===== config.mk =====
export PLATFORM = sky130hd
export DESIGN_NAME = dff_pipe_reg
export DESIGN_NICKNAME = d
export VERILOG_FILES = /design/src/rtl/dff_pipe_reg.sv
export SDC_FILE = /design/constraint.sdc
export NUM_CORES = 1
export LEC_CHECK = 0
export ABC_CLOCK_PERIOD_IN_PS = 1900
export CELL_PAD_IN_SITES_DETAIL_PLACEMENT = 1
export CELL_PAD_IN_SITES_GLOBAL_PLACEMENT = 1
export CORE_AREA = 2 2 73 75
export DETAILED_ROUTE_END_ITERATION = 8
export DIE_AREA = 0 0 75 77
export GPL_TIMING_DRIVEN = 0
export PLACE_DENSITY = 0.86
export SYNTH_ARGS = -nofsm -noshare
export SYNTH_HDL_FRONTEND = slang
export SYNTH_SLANG_ARGS = --single-unit

===== constraint.sdc =====
create_clock -name clk -period 1.9 [get_ports clk]
set_input_delay 0.38 -clock clk [delete_from_list [all_inputs] [get_ports clk]]
set_output_delay 0.38 -clock clk [all_outputs]
set_load 0.005 [all_outputs]

===== src/rtl/dff_pipe_reg.sv =====
// Parametrised posedge register pipeline: DEPTH stages of WIDTH-bit data plus a valid bit,
// with global stall, flush and a registered occupancy count.
module dff_pipe_reg #(
  parameter int unsigned      WIDTH     = 8,
  parameter int unsigned      DEPTH     = 4,
  parameter logic [WIDTH-1:0] RESET_VAL = '0
) (
  input  logic                       clk,
  input  logic                       reset,
  input  logic                       en,
  input  logic                       flush,
  input  logic [WIDTH-1:0]           d_in,
  input  logic                       d_valid,
  output logic [WIDTH-1:0]           q_out,
  output logic                       q_valid,
  output logic [WIDTH*DEPTH-1:0]     tap_out,
  output logic [$clog2(DEPTH+1)-1:0] occupancy
);

  localparam int unsigned OccW = $clog2(DEPTH + 1);

  logic [WIDTH-1:0] data_q [DEPTH];
  logic [WIDTH-1:0] data_d [DEPTH];
  logic [DEPTH-1:0] valid_q, valid_d;
  logic [OccW-1:0]  occ_q, occ_d;

  // Flush is folded into next-state; reset stays in the register process so it wins.
  always_comb begin
    data_d  = data_q;
    valid_d = valid_q;
    occ_d   = occ_q;
    if (flush) begin
      for (int k = 0; k < int'(DEPTH); k++) begin
        data_d[k] = RESET_VAL;
      end
      valid_d = '0;
      occ_d   = '0;
    end else if (en) begin
      data_d[0]  = d_in;
      valid_d[0] = d_valid;
      for (int k = 1; k < int'(DEPTH); k++) begin
        data_d[k]  = data_q[k-1];
        valid_d[k] = valid_q[k-1];
      end
      occ_d = occ_q + OccW'(d_valid) - OccW'(valid_q[DEPTH-1]);
    end
  end

  always_ff @(posedge clk) begin
    if (reset) begin
      for (int k = 0; k < int'(DEPTH); k++) begin
        data_q[k] <= RESET_VAL;
      end
      valid_q <= '0;
      occ_q   <= '0;
    end else begin
      for (int k = 0; k < int'(DEPTH); k++) begin
        data_q[k] <= data_d[k];
      end
      valid_q <= valid_d;
      occ_q   <= occ_d;
    end
  end

  always_comb begin
    tap_out = '0;
    for (int k = 0; k < int'(DEPTH); k++) begin
      tap_out[k*WIDTH +: WIDTH] = data_q[k];
    end
  end

  assign q_out     = data_q[DEPTH-1];
  assign q_valid   = valid_q[DEPTH-1];
  assign occupancy = occ_q;

endmodule


==> impl_results.md, run 1 <==
* #FFs+latches synth at 39
* P&R area growth vs syn at 49.2%
* Data required time at the worst endpoint at around 2.1 ns
* CP most frequent cell: inv_1
* Root Buffer: clkbuf_8
* Initial Utilization at a little under a third
* Avg Inst Size Synth at between 10 and 15 um2
* RePlAce Congestion at around 0.74
* RR Endpoint: occupancy[2]$_SDFFE_PP0P_
* Layout cell share with drive strength beyond 1 at between 10 and 15%
* RSZ-0062 raised after global routing: false
* Synth warn at 0
* Critical Path Sink Type: flip-flop
* Largest net degree at the start of global routing at 13
* Total grt overflow at 0
* Largest area contributor in the netlist: dfxtp_1
* Vias after detailed routing at between 1,000 and 1,500
* Utilization after layout at a little under half
* Crit start category: flip-flop
* Io pins at 57
* Crit-path cells: inv_1, ha_1, inv_1, ha_1, inv_1, fa_1, xor2_1, a211o_1, nand2_1
* Synth top cells by count: 39 x dfxtp_1, 38 x nor2_1, 37 x mux2i_1, 12 x buf_4, 4 x inv_1
* Sequential cell area at ~780 um2
* Postcts setup bufs at 0
* CP max-delay cell: fa_1
* Top-count cell post-synth: dfxtp_1
* Port bufs at 55
* Nets at between 200 and 250
* Critical Path Fanout Max at 3
* Clock-pin slew on the worst setup and hold paths at roughly 0.080 ns
* Cells after DPL at 270
* Final Slew Violations at 0
* Slew HR at around two thirds
* Peak VDD IR at 0.372 mV
* Detailed Place HPWL at between 2 and 3 mm
* Sw Share at between 20% and 30%
* Clock Tree Buf Depth at 2
* Antenna viol nets, final at 0
* Die X at between 70 and 80 um
* Worst skew pair latency at between 0.2 and 0.3 ns
* Reg2Reg Launch Point: occupancy[0]$_SDFFE_PP0P_
* Critical path class: reg -> reg
* H-Tree Depth at 2
* PD cells at roughly 730 mW/mm2
* Asr flop ratio synth at 0%
* Number of flops mapped to enable cells by yosys at 0
* Final hold violation count at 0
* Worst Hold Slack at slightly above 0.4 ns
* Wire per inst at roughly 13 um
* CTS sink count at 39
* Vias per inst at 4.31
* Sequential share of power at 49.9%
* Clk_skew at between 0.003 and 0.004 ns
* First drt pass iteration count at 3
* Reg2Reg Depth at 9
* Least-Margin Pin Slew at slightly above 0.5 ns
* Critical path startpoint: occupancy[0]$_SDFFE_PP0P_
* # setup viols final at 0
* Distinct cells, synth at 17
* Die ar. at about 0.0058 mm2
* CP arrival at roughly 2 ns
* Seq/Total Area, Yosys at approximately half
* Outcome: complete, no violations
* Finished Layout Cells at about 280
* Routed WL at around 3.6 mm
* Crit share post-route at around 94%
* Core ar. at around 0.0050 mm2
* CTS tree: yes
* Max_cap viols at 0
* Top cell type's share of synthesized area at 50.7%
* Num CTS Buffers at 5
* NetSw at around 0.00034 W
* Initial antenna violation count at 0
* Total power at ~0.0017 W
* Int Pwr at between 0.001 and 0.0015 W
* Fmax at 557 MHz
* Final Worst Setup Slack at 0.105 ns
* Mapped Area at 0.00154 mm2
* Row cnt at 26
* Largest stage delay, worst path at roughly 0.37 ns
* Leak at 0.957 nW
* Die Y at ~77 um
* Post-Place Worst Slack at -0.122 ns
* Main synth FF type: dfxtp_1
* Vias in the first global route at 1,167
* Fill cells at just under 600
* GRT Total Usage at approximately an eighth
* R2R Setup Slk at around 0.10 ns
* Multi-input gate area at about 600 um2
* First-pass GRT wire length at just under 6 mm
* Combinational share of power at between 8 and 9%
* Tightest Hold Check Type: in -> reg
* Cells after Synth at roughly 150
* DRT iter0 DRCs at 25
* Synthesized Nets at 161
* Tmin final at roughly 1.8 ns
* Synth top area cells: dfxtp_1 51%, mux2i_1 24%, nor2_1 9.3%
* Critical Path End: occupancy[2]$_SDFFE_PP0P_
* # DRC at 0
* # diodes at 0
* Clock share of power at roughly two fifths
## stage by stage
stage,TNS (ns),area (um2)
5_1_grt,0,2300
3_3_place_gp,-0.111,2180
3_5_place_dp,-0.122,2180
6_report,0,2300
2_1_floorplan,0,1540
4_1_cts,0,2290
## cell type report
cell class | instances | area share [%]
clock inverters | 2 | 1.53
flip-flops and latches | 39 | 34.1
well taps | 70 | 3.81
inverters | 4 | 0.654
repair buffers | 55 | 24.0
plain buffers | 17 | 5.78
multi-input cells | 85 | 26.6
clock buffers | 6 | 3.60
## registers in the layout (all words and copies together), names as in the netlist
name	count
q_out	8
valid_q	4
tap_out	24
occupancy	3
## power groups by stage
stage / registers (W) / clock network, W / logic [W]
floorplan: 0.000854 / 0 / 0.0000769
global placement: 0.000854 / 0 / 0.000136
detailed placement: 0.000855 / 0 / 0.000138
CTS: 0.000836 / 0.000725 / 0.000139
global route: 0.000837 / 0.000760 / 0.000148
finish: 0.000836 / 0.000702 / 0.000136
## logic make-up (layout without fill, tap and decap cells)
| family | after synthesis | count (layout) | synth area share, % |
|---|---|---|---|
| buffers and inverters | 21 | 84 | 9.59 |
| adder cells (fa/ha/maj) | 3 | 3 | 2.93 |
| AO/OA/AOI/OAI | 2 | 2 | 1.38 |
| XOR/XNOR | 1 | 1 | 0.569 |
| flip-flops | 39 | 39 | 50.7 |
| multiplexers | 37 | 37 | 24.1 |
| AND/OR/NAND/NOR | 42 | 42 | 10.7 |
## repair_timing
item	4_1_cts	5_1_grt
setup endpoints to repair	0	1
hold buffers	0	0
resized for setup	0	1
## critical path, delay by kind of cell, from the launching register on
family | cells | cell delay, ns
compound gates | 1 | 0.29
xor+xnor | 1 | 0.16
fa+ha+maj | 3 | 0.76
buf+inv | 3 | 0.15
flops | 1 | 0.34
simple gates | 1 | 0.06
## per-layer routing
metal  share of wire (%)  vias up  track usage (%)  routed length [um]
li1                    -      586                -                   -
met5                   0        -                0                   0
met1                  44      570             16.0                1600
met2                  48       38             22.0                1760
met4                0.80        0             3.75                  29
met3                 6.7        5             4.73                 242
## worst min path at each step
stage | cells past startpoint | to | slack, ns | startpoint
2_1_floorplan | 2 | valid_q[0]$_SDFFE_PP0P_ | 0.46 | valid_q[0]$_SDFFE_PP0P_
3_3_place_gp | 2 | valid_q[0]$_SDFFE_PP0P_ | 0.48 | valid_q[0]$_SDFFE_PP0P_
3_5_place_dp | 2 | valid_q[2]$_SDFFE_PP0P_ | 0.49 | valid_q[2]$_SDFFE_PP0P_
4_1_cts | 3 | occupancy[2]$_SDFFE_PP0P_ | 0.40 | en
5_1_grt | 3 | occupancy[2]$_SDFFE_PP0P_ | 0.39 | en
6_report | 3 | occupancy[2]$_SDFFE_PP0P_ | 0.41 | en
## layout by cell type, fill, tap and decap left out, types with 2 or more instances in the layout
cell type	count
clkdlybuf4s50_1	55
inv_1	4
buf_4	12
buf_6	3
clkbuf_8	6
dfxtp_1	38
mux2i_1	37
nor2_1	38
ha_1	2
(Power assumes the default switching activity.)
==> run 2: changes to the inputs <==
- ABC_CLOCK_PERIOD_IN_PS: 1900 -> 2000
- clock period: 1.9 -> 2 ns (I/O delays scaled with it)
==> impl_results.md, run 2 (synthesized netlist as in run 1, its figures left out) <==
* Postcts setup bufs at 0
* RSZ-0062 raised after global routing: false
* CTS sink count at 39
* # diodes at 0
* Post_cts resized at 0
* First-pass GRT wire length at about 5.8 mm
* Commonest non-fill, non-tap cell in the layout: clkdlybuf4s50_1
* Detailed Place HPWL at 2.71 mm
* Vias in the first global route at ~1,200
* # DRC at 0
* Final Slew Violations at 0
* Clk_skew at 0.00322 ns
* Max_cap viols at 0
* RePlAce Congestion at approximately 0.74
* PD cells at 693 mW/mm2
* Fill cells at approximately 580
* Vias after detailed routing at ~1,200
* CP arrival at about 2.1 ns
* GR Util met1 at ~16%
* H-Tree Depth at 2
* Post-Place Worst Slack at -0.0423 ns
* CTS tree: yes
* # hold bufs at CTS at 0
* Tmin final at around 1.8 ns
* Critical Path Fanout Max at 3
* # setup viols final at 0
* GRT Total Usage at between 10% and 20%
* Num CTS Buffers at 5
* Final hold violation count at 0
* Data required time at the worst endpoint at about 2.2 ns
* Outcome: complete, no violations
* Critical path class: reg -> reg
* Nets at between 200 and 250
* First drt pass iteration count at 3
* Routed WL at 3.63 mm
* Cells after DPL at 270
* Vias per inst at ~4.3
* Layout cell share with drive strength beyond 1 at 12.5%
* Met3 global-route usage at between 4 and 5%
* Die X at around 75 um
* Finished Layout Cells at ~280
* Total negative slack at 0 ns
* Port bufs at between 50 and 60
* Die ar. at 0.00578 mm2
* Final Worst Setup Slack at between 0.15 and 0.2 ns
* Initial Utilization at between 30% and 40%
* Root Buffer: clkbuf_8
* Die Y at 77 um
* Crit start category: flip-flop
* Peak VDD IR at around 0.35 mV
* Met2 GRT Util at 22.0%
* Wire per inst at approximately 13 um
* Initial antenna violation count at 0
* Clock-pin slew on the worst setup and hold paths at around 0.080 ns
* Crit share post-route at ~91%
* Most frequent cells in the layout: 55 x clkdlybuf4s50_1, 39 x dfxtp_1, 38 x nor2_1
* Slew HR at between 60% and 70%
* P&R area growth vs syn at 49.1%
* Worst skew pair latency at about 0.28 ns
* Max FFs per register at 24
* Row cnt at 26
* DRT iter0 DRCs at 25
* Fmax at between 500 and 600 MHz
* Clock Tree Buf Depth at 2
* Gr busiest metal: met2
* Tightest Hold Check Type: in -> reg
* Leak at 0.957 nW
* Antenna viol nets, final at 0
* Total grt overflow at 0
* Io pins at 57
* Core ar. at 0.00498 mm2
* Total power at between 0.0015 and 0.002 W
* Worst Hold Slack at between 0.4 and 0.5 ns
* Critical Path Sink Type: flip-flop
* Largest net degree at the start of global routing at 13
* Least-Margin Pin Slew at between 0.5 and 0.6 ns
run 2: cell counts in the layout (fill, tap and decap cells not counted):
Identical to the previous run, type by type.
run 2: worst max-delay path: stages (launching register included):
cell and delay, ns:
dfxtp_1 0.36, inv_1 0.05, ha_1 0.26, inv_1 0.06
ha_1 0.13, inv_1 0.05, fa_1 0.37, xor2_1 0.16
a211o_1 0.29, nand2_1 0.06
run 2: cell type report:
| type | instances | area, um2 | share of cell area (%) |
|---|---|---|---|
| Multi-Input combinational cell | 85 | 611 | 26.6 |
| Buffer | 17 | 133 | 5.78 |
| Tap cell | 70 | 87.6 | 3.82 |
| Sequential cell | 39 | 781 | 34.0 |
| Clock buffer | 6 | 82.6 | 3.60 |
| Clock inverter | 2 | 35.0 | 1.53 |
| Timing Repair Buffer | 55 | 551 | 24.0 |
| Inverter | 4 | 15.0 | 0.654 |
run 2: worst paths after layout:
| check | from | endpoint | slack, ns | depth (start not counted) |
|---|---|---|---|---|
| setup reg to reg | occupancy[0]$_SDFFE_PP0P_ | occupancy[2]$_SDFFE_PP0P_ | 0.18 | 9 |
| hold reg to reg | valid_q[2]$_SDFFE_PP0P_ | valid_q[2]$_SDFFE_PP0P_ | 0.50 | 2 |
| setup / recovery | occupancy[0]$_SDFFE_PP0P_ | occupancy[2]$_SDFFE_PP0P_ | 0.18 | 9 |
| hold / removal | en | occupancy[2]$_SDFFE_PP0P_ | 0.43 | 3 |
run 2: through the flow:
stage	util (%)	area, um2
floorplan	-	1540
global placement	43.7	2180
detailed placement	43.7	2180
CTS	46.1	2290
global route	46.1	2290
finish	46.1	2290
run 2: metal layers:
| metal | share of wire (%) | vias to the layer above |
|---|---|---|
| met4 | 0.80 | 0 |
| li1 | - | 586 |
| met1 | 44 | 570 |
| met2 | 48 | 38 |
| met3 | 6.7 | 5 |
| met5 | 0 | - |
run 2: power by group:
group	internal (W)	switching, W	leakage [nW]	total (W)
Sequential	0.000786	0.00000791	0.315	0.000794
Clock	0.000404	0.000263	0.0612	0.000667
Combinational	0.0000721	0.0000568	0.580	0.000129
Total	0.00126	0.000328	0.957	0.00159
